===== src/rtl/edit_block_ctrl.sv =====
// Block-cursor sequencer for the handwriting editor.
// Turns clicks and key pulses into the editing flag and active block position,
// handshakes with the canvas (clear) and the word store (write), and steps the
// cursor across the block grid after each committed block.
module edit_block_ctrl #(
  parameter int GRID_W      = 20,
  parameter int GRID_H      = 15,
  parameter int ACK_TIMEOUT = 1023
) (
  input  logic       clk,
  input  logic       rst,
  input  logic       mouse_click,
  input  logic [9:0] MOUSE_X_POS,
  input  logic [8:0] MOUSE_Y_POS,
  input  logic       key_commit,
  input  logic       key_cancel,
  input  logic       canvas_clear_ack,
  input  logic       word_wr_ack,
  output logic       editing,
  output logic [8:0] writing_block_pos,
  output logic       canvas_clear_req,
  output logic       word_wr_req,
  output logic [8:0] word_wr_addr,
  output logic       timeout_err
);

  typedef enum logic [2:0] {
    S_IDLE,
    S_CLEAR,
    S_EDIT,
    S_WRITE,
    S_ADVANCE
  } state_e;

  localparam int               CNT_W    = $clog2(ACK_TIMEOUT + 1);
  localparam logic [4:0]       X_LAST   = 5'(GRID_W - 1);
  localparam logic [3:0]       Y_LAST   = 4'(GRID_H - 1);
  // The last waiting cycle before giving up; the counter starts at 0.
  localparam logic [CNT_W-1:0] CNT_LAST = CNT_W'(ACK_TIMEOUT - 1);

  state_e           state_q, state_d;
  logic [4:0]       x_q, x_d;
  logic [3:0]       y_q, y_d;
  logic [CNT_W-1:0] cnt_q, cnt_d;
  logic             timeout_d;

  logic             editing_q, editing_d;
  logic             clear_req_q, clear_req_d;
  logic             wr_req_q, wr_req_d;
  logic [8:0]       wr_addr_q, wr_addr_d;
  logic             timeout_err_q;

  // Click target in block coordinates; the pixel offset inside a block is irrelevant.
  logic [4:0] tgt_x;
  logic [3:0] tgt_y;
  logic       click_ok;
  logic       unused_pix_bits;

  assign tgt_x           = MOUSE_X_POS[9:5];
  assign tgt_y           = MOUSE_Y_POS[8:5];
  assign click_ok        = mouse_click && (tgt_x <= X_LAST) && (tgt_y <= Y_LAST);
  assign unused_pix_bits = ^{MOUSE_X_POS[4:0], MOUSE_Y_POS[4:0]};

  // State, cursor, ack-wait counter and registered outputs.
  always_ff @(posedge clk) begin
    if (rst) begin
      state_q       <= S_IDLE;
      x_q           <= '0;
      y_q           <= '0;
      cnt_q         <= '0;
      editing_q     <= 1'b0;
      clear_req_q   <= 1'b0;
      wr_req_q      <= 1'b0;
      wr_addr_q     <= '0;
      timeout_err_q <= 1'b0;
    end else begin
      // NOTE: non-blocking assignments here so every flop captures pre-edge values.
      state_q       <= state_d;
      x_q           <= x_d;
      y_q           <= y_d;
      cnt_q         <= cnt_d;
      editing_q     <= editing_d;
      clear_req_q   <= clear_req_d;
      wr_req_q      <= wr_req_d;
      wr_addr_q     <= wr_addr_d;
      timeout_err_q <= timeout_d;
    end
  end

  // Next state, cursor update and ack timeout.
  always_comb begin
    // NOTE: defaults first so no path leaves a variable unassigned (no latch).
    state_d   = state_q;
    x_d       = x_q;
    y_d       = y_q;
    timeout_d = 1'b0;

    unique case (state_q)
      S_IDLE: begin
        if (click_ok) begin
          x_d     = tgt_x;
          y_d     = tgt_y;
          state_d = S_CLEAR;
        end
      end
      S_CLEAR: begin
        // An ack on the timeout cycle wins over the timeout.
        if (canvas_clear_ack) begin
          state_d = S_EDIT;
        end else if (cnt_q == CNT_LAST) begin
          state_d   = S_IDLE;
          timeout_d = 1'b1;
        end
      end
      S_EDIT: begin
        // Cancel beats commit beats a new click.
        if (key_cancel) begin
          state_d = S_IDLE;
        end else if (key_commit) begin
          state_d = S_WRITE;
        end else if (click_ok) begin
          x_d     = tgt_x;
          y_d     = tgt_y;
          state_d = S_CLEAR;
        end
      end
      S_WRITE: begin
        if (word_wr_ack) begin
          state_d = S_ADVANCE;
        end else if (cnt_q == CNT_LAST) begin
          state_d   = S_IDLE;
          timeout_d = 1'b1;
        end
      end
      S_ADVANCE: begin
        state_d = S_CLEAR;
        if (x_q == X_LAST) begin
          x_d = '0;
          y_d = (y_q == Y_LAST) ? '0 : y_q + 4'd1;
        end else begin
          x_d = x_q + 5'd1;
        end
      end
      default: state_d = S_IDLE;
    endcase

    // Counter restarts whenever a new state is entered and runs only while waiting.
    if (state_d != state_q) begin
      cnt_d = '0;
    end else if ((state_q == S_CLEAR) || (state_q == S_WRITE)) begin
      cnt_d = cnt_q + 1'b1;
    end else begin
      cnt_d = cnt_q;
    end
  end

  // Output values for the coming cycle, decoded from the next state.
  always_comb begin
    editing_d   = (state_d == S_EDIT);
    clear_req_d = (state_d == S_CLEAR);
    wr_req_d    = (state_d == S_WRITE);
    wr_addr_d   = wr_req_d ? {y_d, x_d} : '0;
  end

  assign editing           = editing_q;
  assign writing_block_pos = {y_q, x_q};
  assign canvas_clear_req  = clear_req_q;
  assign word_wr_req       = wr_req_q;
  assign word_wr_addr      = wr_addr_q;
  assign timeout_err       = timeout_err_q;

endmodule


===== config.mk =====
export PLATFORM = sky130hd
export DESIGN_NAME = edit_block_ctrl
export DESIGN_NICKNAME = d
export VERILOG_FILES = /design/src/rtl/edit_block_ctrl.sv
export SDC_FILE = /design/constraint.sdc
export NUM_CORES = 1
export LEC_CHECK = 0
export CAP_MARGIN = 20
export CELL_PAD_IN_SITES_DETAIL_PLACEMENT = 1
export CELL_PAD_IN_SITES_GLOBAL_PLACEMENT = 1
export CORE_MARGIN = 2
export CORE_UTILIZATION = 38
export CTS_CLUSTER_SIZE = 40
export DETAILED_ROUTE_END_ITERATION = 10
export PLACE_DENSITY = 0.95
export SYNTH_ARGS = -nofsm -noshare
export SYNTH_HDL_FRONTEND = slang
export SYNTH_SLANG_ARGS = --single-unit

===== constraint.sdc =====
create_clock -name clk -period 2.6 [get_ports clk]
set_input_delay 0.65 -clock clk [delete_from_list [all_inputs] [get_ports clk]]
set_output_delay 0.65 -clock clk [all_outputs]
set_load 0.01 [all_outputs]

==> impl_metrics.csv, run 1 <==
group,metric,value,unit
status,run_status,"finished clean",
power_and_ir_drop,p_total,1.20,mW
placement,place_ws,-0.104,ns
placement,dp_hpwl,3550,um
sta,fin_crit,2.39,ns
sta,slew_violations,0,
drt,detail-route-antenna-nets,0,
global_route,antenna_found_initial,0,
critical_path,reg2reg_from,"x_q[0]",
sta,setup_slack,0.205,ns
global_route,grt_max_degree,12,
clock_tree,cts_hold_repair.buffers,0,
yosys,synth_common_cells,"nor2_1, dfxtp_1, nand2_1",
yosys,syn_inst,191,
sta,tightest_slew,0.537,ns
drt,wl_per_cell,17.1,um
yosys,ys_warn_count,0,
drt,vias,1593,
sta,period_share,0.921,
critical_path,crit_path_start_kind,"primary input",
clock_tree,cts_max_level,2,
clock_tree,cts_buffers,5,
drt,drcViolationCount,0,
critical_path,worstSetupPathType,"in -> reg",
clock_tree,post_cts_resized,0,
yosys,ys_seq_area_frac,0.401,
global_route,grt_pass1_wl,8220,um
yosys,synth.distinct_cells,55,
yosys,synth_nets,222,
clock_tree,clock-sinks,35,
critical_path,cp.required,2.82,ns
power_and_ir_drop,p_leak,0.841,nW
critical_path,r2r-end,"word_wr_addr[2]",
yosys,ys_ff_latch,35,
drt,wl,4880,um
layout,layout-drive-gt1-share,0.124,
floorplanning,initial_core_util,0.398,
sta,rsz0062_at_grt,"no",
drt,drtIter0Drc,117,
yosys,synth_async_sr_flop_share,0,
sta,skew,0.00185,ns
critical_path,cp_cell_sequence,"clkdlybuf4s50_1 -> and4_1 -> and3b_1 -> buf_4 -> a211oi_2 -> o311ai_4 -> a211oi_2",
clock_tree,post_cts_buffers,0,
yosys,avgSynthCellArea,9.14,sq um
yosys,synth_edf_count,0,
layout,fin_nets,263,
critical_path,startpoint,"MOUSE_Y_POS[5]",
floorplanning,die_height,71.8,um
critical_path,r2r_cells,6,
critical_path,cp_common_cell,"a211oi_2",
clock_tree,root_buffer,"clkbuf_8",
flow_run,cap_violations,0,
sta,max_slew_margin,0.641,
floorplanning,rows,24,
drt,drt-vias-per-instance,5.59,
floorplanning,die-area,5150,sq um
critical_path,slowest_delay,0.51,ns
critical_path,r2r_setup_slack,0.53,ns
sta,setup_viol,0,
yosys,ys_top_cells_by_area,"dfxtp_1, nor2_1, ha_1",
drt,firstDrtPassIters,4,
global_route,overflow,0,
placement,finalWeightedCongestion,0.784,
clock_tree,path_clk_slew,0.07,ns
critical_path,critPathMaxFanout,10,
yosys,synth_flop_cell,"dfxtp_1",
sta,fmax,418,MHz
global_route,grtUsageTotal,0.207,
floorplanning,die_x,71.8,um
layout,diodes,0,
worst_hold_path,hold_path_class,"reg -> reg",
clock_tree,clock_path_buffers,2,
floorplanning,io_pins,48,
critical_path,critPathArrivalTime,2.61,ns
global_route,grt_pass1_vias,1694,
sta,whs,0.534,ns
power_and_ir_drop,vdd_drop_max,0.275,mV
clock_tree,cts_tree,"built",
clock_tree,worstSkewPairLatency,0.29,ns
power_and_ir_drop,power_density,527,nW/um^2
sta,hold_viol,0,
critical_path,crit_path_end_kind,"register",
critical_path,slowest_stage,"clkdlybuf4s50_1",
layout,area_delta_synth_final,30.3,%
critical_path,cp-endpoint,"cnt_q[1]",
yosys,syn_area,1750,sq um
yosys,yosysTopAreaCell,"dfxtp_1",
yosys,synth.most_common_cell,"nor2_1",
yosys,synth.top_cell.area_share,0.401,
placement,port_buffers,37,
floorplanning,coreArea,4380,sq um
==> flip-flops by register name (all words and copies together) (netlist names) <==
register,cells
editing,1
state_q,3
canvas_clear_req,1
timeout_err,1
word_wr_addr,9
cnt_q,10
x_q,5
word_wr_req,1
y_q,4
==> where the power goes <==
| part | leakage, nW | switching (mW) | internal (mW) |
|---|---|---|---|
| clock network | 0.0515 | 0.202 | 0.242 |
| registers | 0.283 | 0.0246 | 0.551 |
| logic | 0.506 | 0.0921 | 0.0865 |
| total | 0.841 | 0.319 | 0.880 |
==> cells in the final DEF (no fill, tap or decap), drive strengths merged, types with 2 or more instances in the layout <==
cell type	count
and3	2
xnor2	4
nand3	5
nand2	16
a222oi	3
nor3b	4
dfxtp	35
and2	3
xor2	4
ha	5
nand4	4
a21o	2
clkbuf	8
or3	2
buf	4
o311ai	2
inv	8
a211oi	4
nand2b	3
nor3	6
a21oi	7
o221ai	3
nor2	36
o21ai	4
a221oi	4
clkdlybuf4s50	37
==> final cells by class <==
cell class              instances  area (sq um)
multi-input cells             141           965
well taps                      52          65.1
flip-flops and latches         35           701
inverters                       8          30.0
fillers                       508          2110
repair buffers                 41           413
clock buffers                   8           100
==> through the flow <==
stage                     TNS (ns)   util  area, sq um  instances
after CTS                        0  0.519         2270        285
after global placement      -0.106  0.496         2170        277
after floorplan                  0      -         1750        191
after detailed placement    -0.642  0.496         2170        277
after global routing             0  0.519         2270        285
final                            0  0.519         2270        285
==> cell families after synthesis <==
family                   after synthesis  share of synthesized area
XOR/XNOR                               8                     0.0401
multiplexers                           2                     0.0122
AO/OA/AOI/OAI                         34                      0.186
buffers and inverters                 15                     0.0459
AND/OR/NAND/NOR                       92                      0.278
adder cells (fa/ha/maj)                5                     0.0358
flip-flops                            35                      0.401
==> worst min-delay path by stage <==
stage / start / end / slack (ns) / cells past startpoint
final: cnt_q[0] / cnt_q[0] / 0.53 / 2
after global routing: cnt_q[0] / cnt_q[0] / 0.58 / 2
after CTS: cnt_q[0] / cnt_q[0] / 0.53 / 2
after detailed placement: cnt_q[0] / cnt_q[0] / 0.52 / 2
after global placement: cnt_q[0] / cnt_q[0] / 0.50 / 2
after floorplan: cnt_q[0] / cnt_q[0] / 0.47 / 2
==> worst max-delay path: cells and delay by family <==
kind	cells	cell delay, ns
AO/OA/AOI/OAI	3	0.73
AND/OR/NAND/NOR	2	0.53
buffers and inverters	2	0.70
==> per-layer routing <==
layer	track usage	share of wire
met1	0.250	0.44
met5	0	0
met3	0.0366	0.034
met4	0.101	0.027
met2	0.355	0.50
Note: power is estimated with default switching activity, not from simulation.
==> inputs of run 2 (changes only) <==
HOLD_SLACK_MARGIN = 0.08   (was not set)
==> results of run 2 <==
The final DEF is identical to that of run 1; final timing and power are the same.
